## config.mk

```make
export PLATFORM = sky130hd
export DESIGN_NAME = cooler_ctrl_temp_loop
export DESIGN_NICKNAME = d
export VERILOG_FILES = /design/src/rtl/cooler_pkg.sv /design/src/rtl/cooler_tick_gen.sv /design/src/rtl/cooler_ctrl_temp_loop.sv
export SDC_FILE = /design/constraint.sdc
export NUM_CORES = 1
export LEC_CHECK = 0
export CAP_MARGIN = 0
export CORE_ASPECT_RATIO = 2
export CORE_UTILIZATION = 60
export CTS_BUF_LIST = sky130_fd_sc_hd__clkbuf_4
export DETAILED_ROUTE_END_ITERATION = 8
export GPL_TIMING_DRIVEN = 1
export HOLD_SLACK_MARGIN = 0.03
export PLACE_DENSITY = 0.81
export SLEW_MARGIN = 20
export SYNTH_ARGS = -nofsm -noshare
export SYNTH_HDL_FRONTEND = slang
export SYNTH_SLANG_ARGS = --single-unit
```

## constraint.sdc

```tcl
create_clock -name clk_i -period 12.2 [get_ports clk_i]
set_clock_uncertainty 0.2 [all_clocks]
set_input_delay 2.44 -clock clk_i [delete_from_list [all_inputs] [get_ports clk_i]]
set_output_delay 2.44 -clock clk_i [all_outputs]
set_load 0.005 [all_outputs]
```

## src/rtl/cooler_pkg.sv

```systemverilog
// Shared state encodings, default tuning constants and speed arithmetic
// for the closed-loop fan controller and its companion blocks.
package cooler_pkg;

   localparam logic [2:0] ST_IDLE   = 3'd0;
   localparam logic [2:0] ST_UP     = 3'd1;
   localparam logic [2:0] ST_HOLD   = 3'd2;
   localparam logic [2:0] ST_DOWN   = 3'd3;
   localparam logic [2:0] ST_CRIT   = 3'd4;
   localparam logic [2:0] ST_FAULT  = 3'd5;
   localparam logic [2:0] ST_MANUAL = 3'd6;

   localparam int HYST_DEF      = 10;
   localparam int SPEED_MIN_DEF = 20;
   localparam int SPEED_MAX_DEF = 100;
   localparam int CRIT_TEMP_DEF = 850;

   // Ramp up by step, saturating at smax; a stopped fan restarts at no less than smin.
   function automatic logic [31:0] speed_step_up(input logic [31:0] spd,
                                                 input logic [31:0] step,
                                                 input logic [31:0] smin,
                                                 input logic [31:0] smax);
      logic [31:0] nxt;
      if (spd == 32'd0) nxt = (step > smin) ? step : smin;
      else              nxt = spd + step;
      if (nxt > smax) nxt = smax;
      return nxt;
   endfunction

   // Ramp down by step; a result that would drop below smin stops the fan instead.
   // Comparing against smin+step avoids ever forming a negative intermediate.
   function automatic logic [31:0] speed_step_down(input logic [31:0] spd,
                                                   input logic [31:0] step,
                                                   input logic [31:0] smin);
      logic [31:0] nxt;
      if (spd < smin + step) nxt = 32'd0;
      else                   nxt = spd - step;
      return nxt;
   endfunction

endpackage

```

## src/rtl/cooler_tick_gen.sv

```systemverilog
// Free-running control tick: one-cycle tick_o every CNT_MAX clocks.
// Latency: first tick CNT_MAX-1 cycles after reset release.
// No backpressure: the counter never stalls.
module cooler_tick_gen #(
   parameter int CNT_MAX = 5000000
) (
   input  logic clk_i,
   input  logic rstn_i,
   output logic tick_o
);

   localparam int            CW   = (CNT_MAX > 1) ? $clog2(CNT_MAX) : 1;
   localparam logic [CW-1:0] LAST = CW'(CNT_MAX - 1);

   logic [CW-1:0] cnt_q, cnt_d;

   // Advance the count, wrapping to zero after the last value.
   always_comb begin
      cnt_d = (cnt_q == LAST) ? '0 : cnt_q + CW'(1);
   end

   // Counter register.
   always_ff @(posedge clk_i or negedge rstn_i) begin
      if (!rstn_i) cnt_q <= '0;
      else         cnt_q <= cnt_d;
   end

   assign tick_o = (cnt_q == LAST);

endmodule

```

## src/rtl/cooler_ctrl_temp_loop.sv

```systemverilog
// Closed-loop fan duty controller: hysteresis, coarse/fine ramp, crit override, manual, sensor fault.
// Latency: a sample captured at tick k moves speed/state one clock later (tick_d).
// No backpressure: samples are single-cycle strobes; the newest one before a tick wins.
module cooler_ctrl_temp_loop
   import cooler_pkg::*;
#(
   parameter int TW           = 12,
   parameter int SW           = 8,
   parameter int CNT_MAX      = 5000000,
   parameter int HYST         = HYST_DEF,
   parameter int COARSE_DELTA = 50,
   parameter int STEP_FINE    = 1,
   parameter int STEP_COARSE  = 5,
   parameter int SPEED_MIN    = SPEED_MIN_DEF,
   parameter int SPEED_MAX    = SPEED_MAX_DEF,
   parameter int CRIT_TEMP    = CRIT_TEMP_DEF,
   parameter int FAULT_TICKS  = 4
) (
   input  logic                 clk_i,
   input  logic                 rstn_i,
   input  logic                 en_i,
   input  logic                 mode_i,
   input  logic [SW-1:0]        manual_speed_i,
   input  logic signed [TW-1:0] temp_target_i,
   input  logic signed [TW-1:0] temp_i,
   input  logic                 temp_valid_i,
   output logic [SW-1:0]        speed_o,
   output logic [2:0]           state_o,
   output logic                 at_target_o,
   output logic                 crit_alarm_o,
   output logic                 sensor_fault_o
);

   localparam int                   FW        = $clog2(FAULT_TICKS + 1);
   localparam logic [FW-1:0]        FAULT_LIM = FW'(FAULT_TICKS);
   localparam logic [TW:0]          HYST_IN   = (TW+1)'(HYST);
   localparam logic [TW:0]          HYST_OUT  = (TW+1)'(2 * HYST);
   localparam logic [TW:0]          COARSE_W  = (TW+1)'(COARSE_DELTA);
   localparam logic signed [TW-1:0] CRIT_ON   = TW'(CRIT_TEMP);
   localparam logic signed [TW-1:0] CRIT_OFF  = TW'(CRIT_TEMP - HYST);
   localparam logic [SW-1:0]        SMAX      = SW'(SPEED_MAX);

   logic                 tick;
   logic                 tick_d_q;
   logic signed [TW-1:0] pend_q;
   logic                 pend_v_q;
   logic signed [TW-1:0] cur_temp_q;
   logic [FW-1:0]        fault_cnt_q;
   logic [2:0]           state_q, state_d;
   logic [SW-1:0]        speed_q, speed_d;
   logic signed [TW:0]   delta;
   logic [TW:0]          delta_mag;
   logic [SW-1:0]        step;
   logic [SW-1:0]        manual_clamped;
   logic                 in_band;
   logic                 crit_now;

   cooler_tick_gen #(
      .CNT_MAX (CNT_MAX)
   ) u_tick_gen (
      .clk_i  (clk_i),
      .rstn_i (rstn_i),
      .tick_o (tick)
   );

   // One extra bit keeps the difference of two extreme temperatures exact.
   assign delta     = $signed({cur_temp_q[TW-1], cur_temp_q}) -
                      $signed({temp_target_i[TW-1], temp_target_i});
   assign delta_mag = delta[TW] ? $unsigned(-delta) : $unsigned(delta);

   // Capture strobed samples, hand the freshest to the loop on each tick, count empty ticks.
   always_ff @(posedge clk_i or negedge rstn_i) begin
      if (!rstn_i) begin
         tick_d_q    <= 1'b0;
         pend_q      <= '0;
         pend_v_q    <= 1'b0;
         cur_temp_q  <= '0;
         fault_cnt_q <= '0;
      end else begin
         tick_d_q <= tick;
         if (tick) begin
            // A strobe landing on the tick itself is newer than anything pending.
            if (temp_valid_i) begin
               cur_temp_q  <= temp_i;
               pend_v_q    <= 1'b0;
               fault_cnt_q <= '0;
            end else if (pend_v_q) begin
               cur_temp_q  <= pend_q;
               pend_v_q    <= 1'b0;
               fault_cnt_q <= '0;
            end else if (fault_cnt_q != FAULT_LIM) begin
               fault_cnt_q <= fault_cnt_q + FW'(1);
            end
         end else if (temp_valid_i) begin
            pend_q   <= temp_i;
            pend_v_q <= 1'b1;
         end
      end
   end

   // Decide next state and duty; disable wins on any cycle, everything else waits for tick_d.
   always_comb begin
      state_d        = state_q;
      speed_d        = speed_q;
      step           = (delta_mag >= COARSE_W) ? SW'(STEP_COARSE) : SW'(STEP_FINE);
      manual_clamped = (manual_speed_i > SMAX) ? SMAX : manual_speed_i;
      // Once in HOLD the band widens so small wobbles do not cause hunting.
      in_band        = (state_q == ST_HOLD) ? (delta_mag < HYST_OUT) : (delta_mag < HYST_IN);
      crit_now       = (cur_temp_q >= CRIT_ON) ||
                       ((state_q == ST_CRIT) && (cur_temp_q >= CRIT_OFF));
      if (!en_i) begin
         state_d = ST_IDLE;
         speed_d = '0;
      end else if (tick_d_q) begin
         if (fault_cnt_q == FAULT_LIM) begin
            state_d = ST_FAULT;
            speed_d = SMAX;
         end else if (crit_now) begin
            state_d = ST_CRIT;
            speed_d = SMAX;
         end else if (mode_i) begin
            state_d = ST_MANUAL;
            speed_d = manual_clamped;
         end else if (in_band) begin
            state_d = ST_HOLD;
         end else if (!delta[TW]) begin
            state_d = ST_UP;
            speed_d = SW'(speed_step_up(32'(speed_q), 32'(step),
                                        32'(SPEED_MIN), 32'(SPEED_MAX)));
         end else begin
            state_d = ST_DOWN;
            speed_d = SW'(speed_step_down(32'(speed_q), 32'(step), 32'(SPEED_MIN)));
         end
      end
   end

   // State and duty registers.
   always_ff @(posedge clk_i or negedge rstn_i) begin
      if (!rstn_i) begin
         state_q <= ST_IDLE;
         speed_q <= '0;
      end else begin
         state_q <= state_d;
         speed_q <= speed_d;
      end
   end

   assign speed_o        = speed_q;
   assign state_o        = state_q;
   assign at_target_o    = (state_q == ST_HOLD);
   assign crit_alarm_o   = (state_q == ST_CRIT);
   assign sensor_fault_o = (state_q == ST_FAULT);

endmodule

```

==> results.md <==
* GRT Overall Usage at 29.12%
* Biggest cell delay along the critical path at about 0.5 ns
* Seq. cell area at 1577 um2
* Cts bufs inserted at 9
* Antenna Nets Post-Route at 0
* Crit path kind: in -> reg
* Die Wd at around 64 um
* Congestion Overflow GR at 0
* Commonest cells post-synth: 63 x dfrtp_1, 60 x nand2_1, 43 x nor2_1, 35 x inv_1, 33 x o21ai_0
* EDFF count, synth at 0
* Vias/cell at between 6 and 7
* Pin count of the biggest net entering global routing at 64
* Setup TNS at 0 ns
* Nets at 640
* Synth Register Bits at 63
* Critical-path cell list: clkdlybuf4s50_1, ha_1, fa_1, nand2b_1, a21oi_1, xor2_1, a2111oi_4, and3_2, a221oi_1, o211ai_1, a211o_1, ha_1, a31oi_1, nor3_1, mux2i_1, a21bo_2, nor3_1, a32oi_1, o21ai_0, nand3_1, mux2i_1
* CTS tree: built
* Std-Cell Core Area at 7545 um2
* P_leak at 2.395 nW
* Data required, critical path at 12.34 ns
* Hold Fails Final Rpt at 0
* Io pins at 51
* Hold-fix buffers at CTS at 0
* Peak VDD IR at 149.0 uV
* RSZ-0062 raised after global routing: no
* Setup crit start kind: primary input
* Max Fclk at 0.1242 GHz
* Outcome: finished, final reports clean
* Syn Area/Cell at about 9 um2
* Pwr Density at 76.35 nW/um2
* Area of the multi-input gates at around 2900 um2
* Syn nets at about 600
* Clock latency on the worst-skew pair at a little over 0.4 ns
* Crit. Startpoint: temp_target_i[0]
* Worst Path Buf+Inv at 1
* Layout area overhead at 15.12%
* Routed len/inst at 16.21 um
* CTS H-tree lvls at 3
* Reg-to-Reg Start: cur_temp_q[0]$_DFFE_PN0P_
* Synth cell types at 76
* Cell with the most instances after synthesis: dfrtp_1
* First-pass GRT wire length at 18.53 mm
* DR vias at 4,217
* Final WL at 10.99 mm
* Row cnt at 45
* Vias in the first global route at 4,111
* Synth warnings at 0
* Largest area contributor in the netlist: dfrtp_1
* RD Place Congestion at around 0.94
* CP max stage cell: xor2_1
* Worst path top cell family by delay: compound AO/OA/AOI/OAI gates
* Ranking of synthesized cells by area: dfrtp_1 34%, ha_1 5.9%, nand2_1 4.8%
* Hold Slack at 0.2830 ns
* Ys flop type: dfrtp_1
* Die H at between 100 and 150 um
* Starting Density at 61.74%
* Clock slew at reported path FFs at 0.10 ns
* Synth Cell Area at 4658 um2
* Top cell type's share of synthesized area at 33.84%
* Clk buf depth at 2
* Seq/Total Area, Yosys at approximately 34%
* Final Max Tran Viols at 0
* Synth Instances at 533
* Worst Path Arrival at 8.19 ns
* Die footprint at 8142 um2
* Clock Sinks at 63
* Final Setup Violations at 0
* Post-DP HPWL at 8.646 mm
* Worst slew margin at a little under half
* Layout Cells excl Fill at 678
* CTS resizes at 0
* CP Capture Type: flip-flop
* Root Buffer: clkbuf_4
* Port-buffer cells at 50
* Router iterations before antenna repair at 7
* # DRC at 0
* Fillers at 629
* MaxCap Viol Count at 0
* Hold WC Path Type: reg -> reg
* Crit path max fanout at 10
* Placed cell count at around 660
* Share of post-route cells with drive strength above 1 at 8.405%
* Fin util at 71.08%
* Worst min-delay path startpoint: u_tick_gen.cnt_q[4]$_DFF_PN0_
* Async set-reset flop share out of synthesis at 100.0%
* Iter 0 DRT Violations at around 300
* Initial antenna violation count at 1
* Min Tclk post-route at just over 8 ns
* Ratio of final minimum period to clock period at 65.99%
* Worst slew pin tran at between 0.8 and 0.9 ns
* Postcts setup bufs at 0
==> report_power, final <==
part,switching [mW],total [mW],internal [mW]
sequential,0.00181,0.214,0.213
combinational,0.0342,0.0645,0.0303
clock,0.0687,0.131,0.0619
total,0.105,0.409,0.305
==> routing by layer <==
| layer | routed length (um) | vias to the layer above | global-route usage (%) |
|---|---|---|---|
| met3 | 352 | 43 | 3.507 |
| met4 | 490 | 0 | 15.29 |
| met2 | 5879 | 151 | 52.38 |
| li1 | - | 2044 | - |
| met1 | 4270 | 1979 | 32.60 |
| met5 | 0 | - | 0 |
==> layout by cell type (no fill, tap or decap), types with 16 or more instances in the layout <==
| cell | count |
|---|---|
| dfrtp_1 | 63 |
| nand3_1 | 18 |
| nand2_1 | 60 |
| nor2_1 | 43 |
| clkdlybuf4s50_1 | 49 |
| inv_1 | 35 |
| mux2i_1 | 21 |
| xnor2_1 | 16 |
| o21ai_0 | 32 |
| a21oi_1 | 22 |
| ha_1 | 22 |
==> flip-flops by register name, summed over array words and instances (netlist names) <==
name	flops
fault_cnt_q	3
tick_d_q	1
pend_q	12
pend_v_q	1
state_o	3
cur_temp_q	12
u_tick_gen.cnt_q	23
speed_o	8
==> cell families after synthesis <==
kind of cell / synth area share [%]
and+or+nand+nor: 21.27
AOI/OAI and AO/OA: 20.17
DFF: 33.84
buffers and inverters: 4.324
muxes: 7.897
xor gates and xnor gates: 6.151
adders and majority gates: 6.339
==> final cells by class <==
class / instances / area share [%]
Sequential cell: 63 / 29.40
Inverter: 35 / 2.450
Antenna cell: 1 / 0.04666
Timing Repair Buffer: 54 / 9.799
Clock inverter: 4 / 0.9099
Multi-Input combinational cell: 417 / 53.80
Clock buffer: 10 / 1.400
Tap cell: 94 / 2.193
==> worst register-to-register path, cell delays in order, from the launching register on <==
cell,delay [ns]
dfrtp_1,0.36
inv_1,0.06
ha_1,0.21
fa_1,0.45
nand2b_1,0.20
a21oi_1,0.29
xor2_1,0.50
a2111oi_4,0.14
and3_2,0.26
a221oi_1,0.38
o211ai_1,0.15
a211o_1,0.29
ha_1,0.48
a31oi_1,0.26
nor3_1,0.27
mux2i_1,0.25
a21bo_2,0.30
nor3_1,0.34
a32oi_1,0.16
o21ai_0,0.17
nand3_1,0.10
mux2i_1,0.15
==> final timing paths <==
check	endpoint	slack [ns]	depth (start not counted)
hold / removal	u_tick_gen.cnt_q[4]$_DFF_PN0_	0.28	1
setup / recovery	speed_o[3]$_DFFE_PN0P_	4.15	21
max in group asynchronous	pend_q[8]$_DFFE_PN0P_	9.31	2
hold reg to reg	u_tick_gen.cnt_q[4]$_DFF_PN0_	0.28	1
min in group asynchronous	speed_o[4]$_DFFE_PN0P_	1.97	2
setup reg to reg	speed_o[3]$_DFFE_PN0P_	6.18	21
==> stage by stage <==
stage          power (mW)  setup WS [ns]  cell area, um2
2_1_floorplan      0.2570          4.664            4658
5_1_grt            0.4289          3.728            5363
6_report           0.4094          4.149            5363
3_5_place_dp       0.2822          3.764            5236
3_3_place_gp       0.2799          3.957            5236
4_1_cts            0.4129          4.204            5360
(Power assumes the default switching activity.)
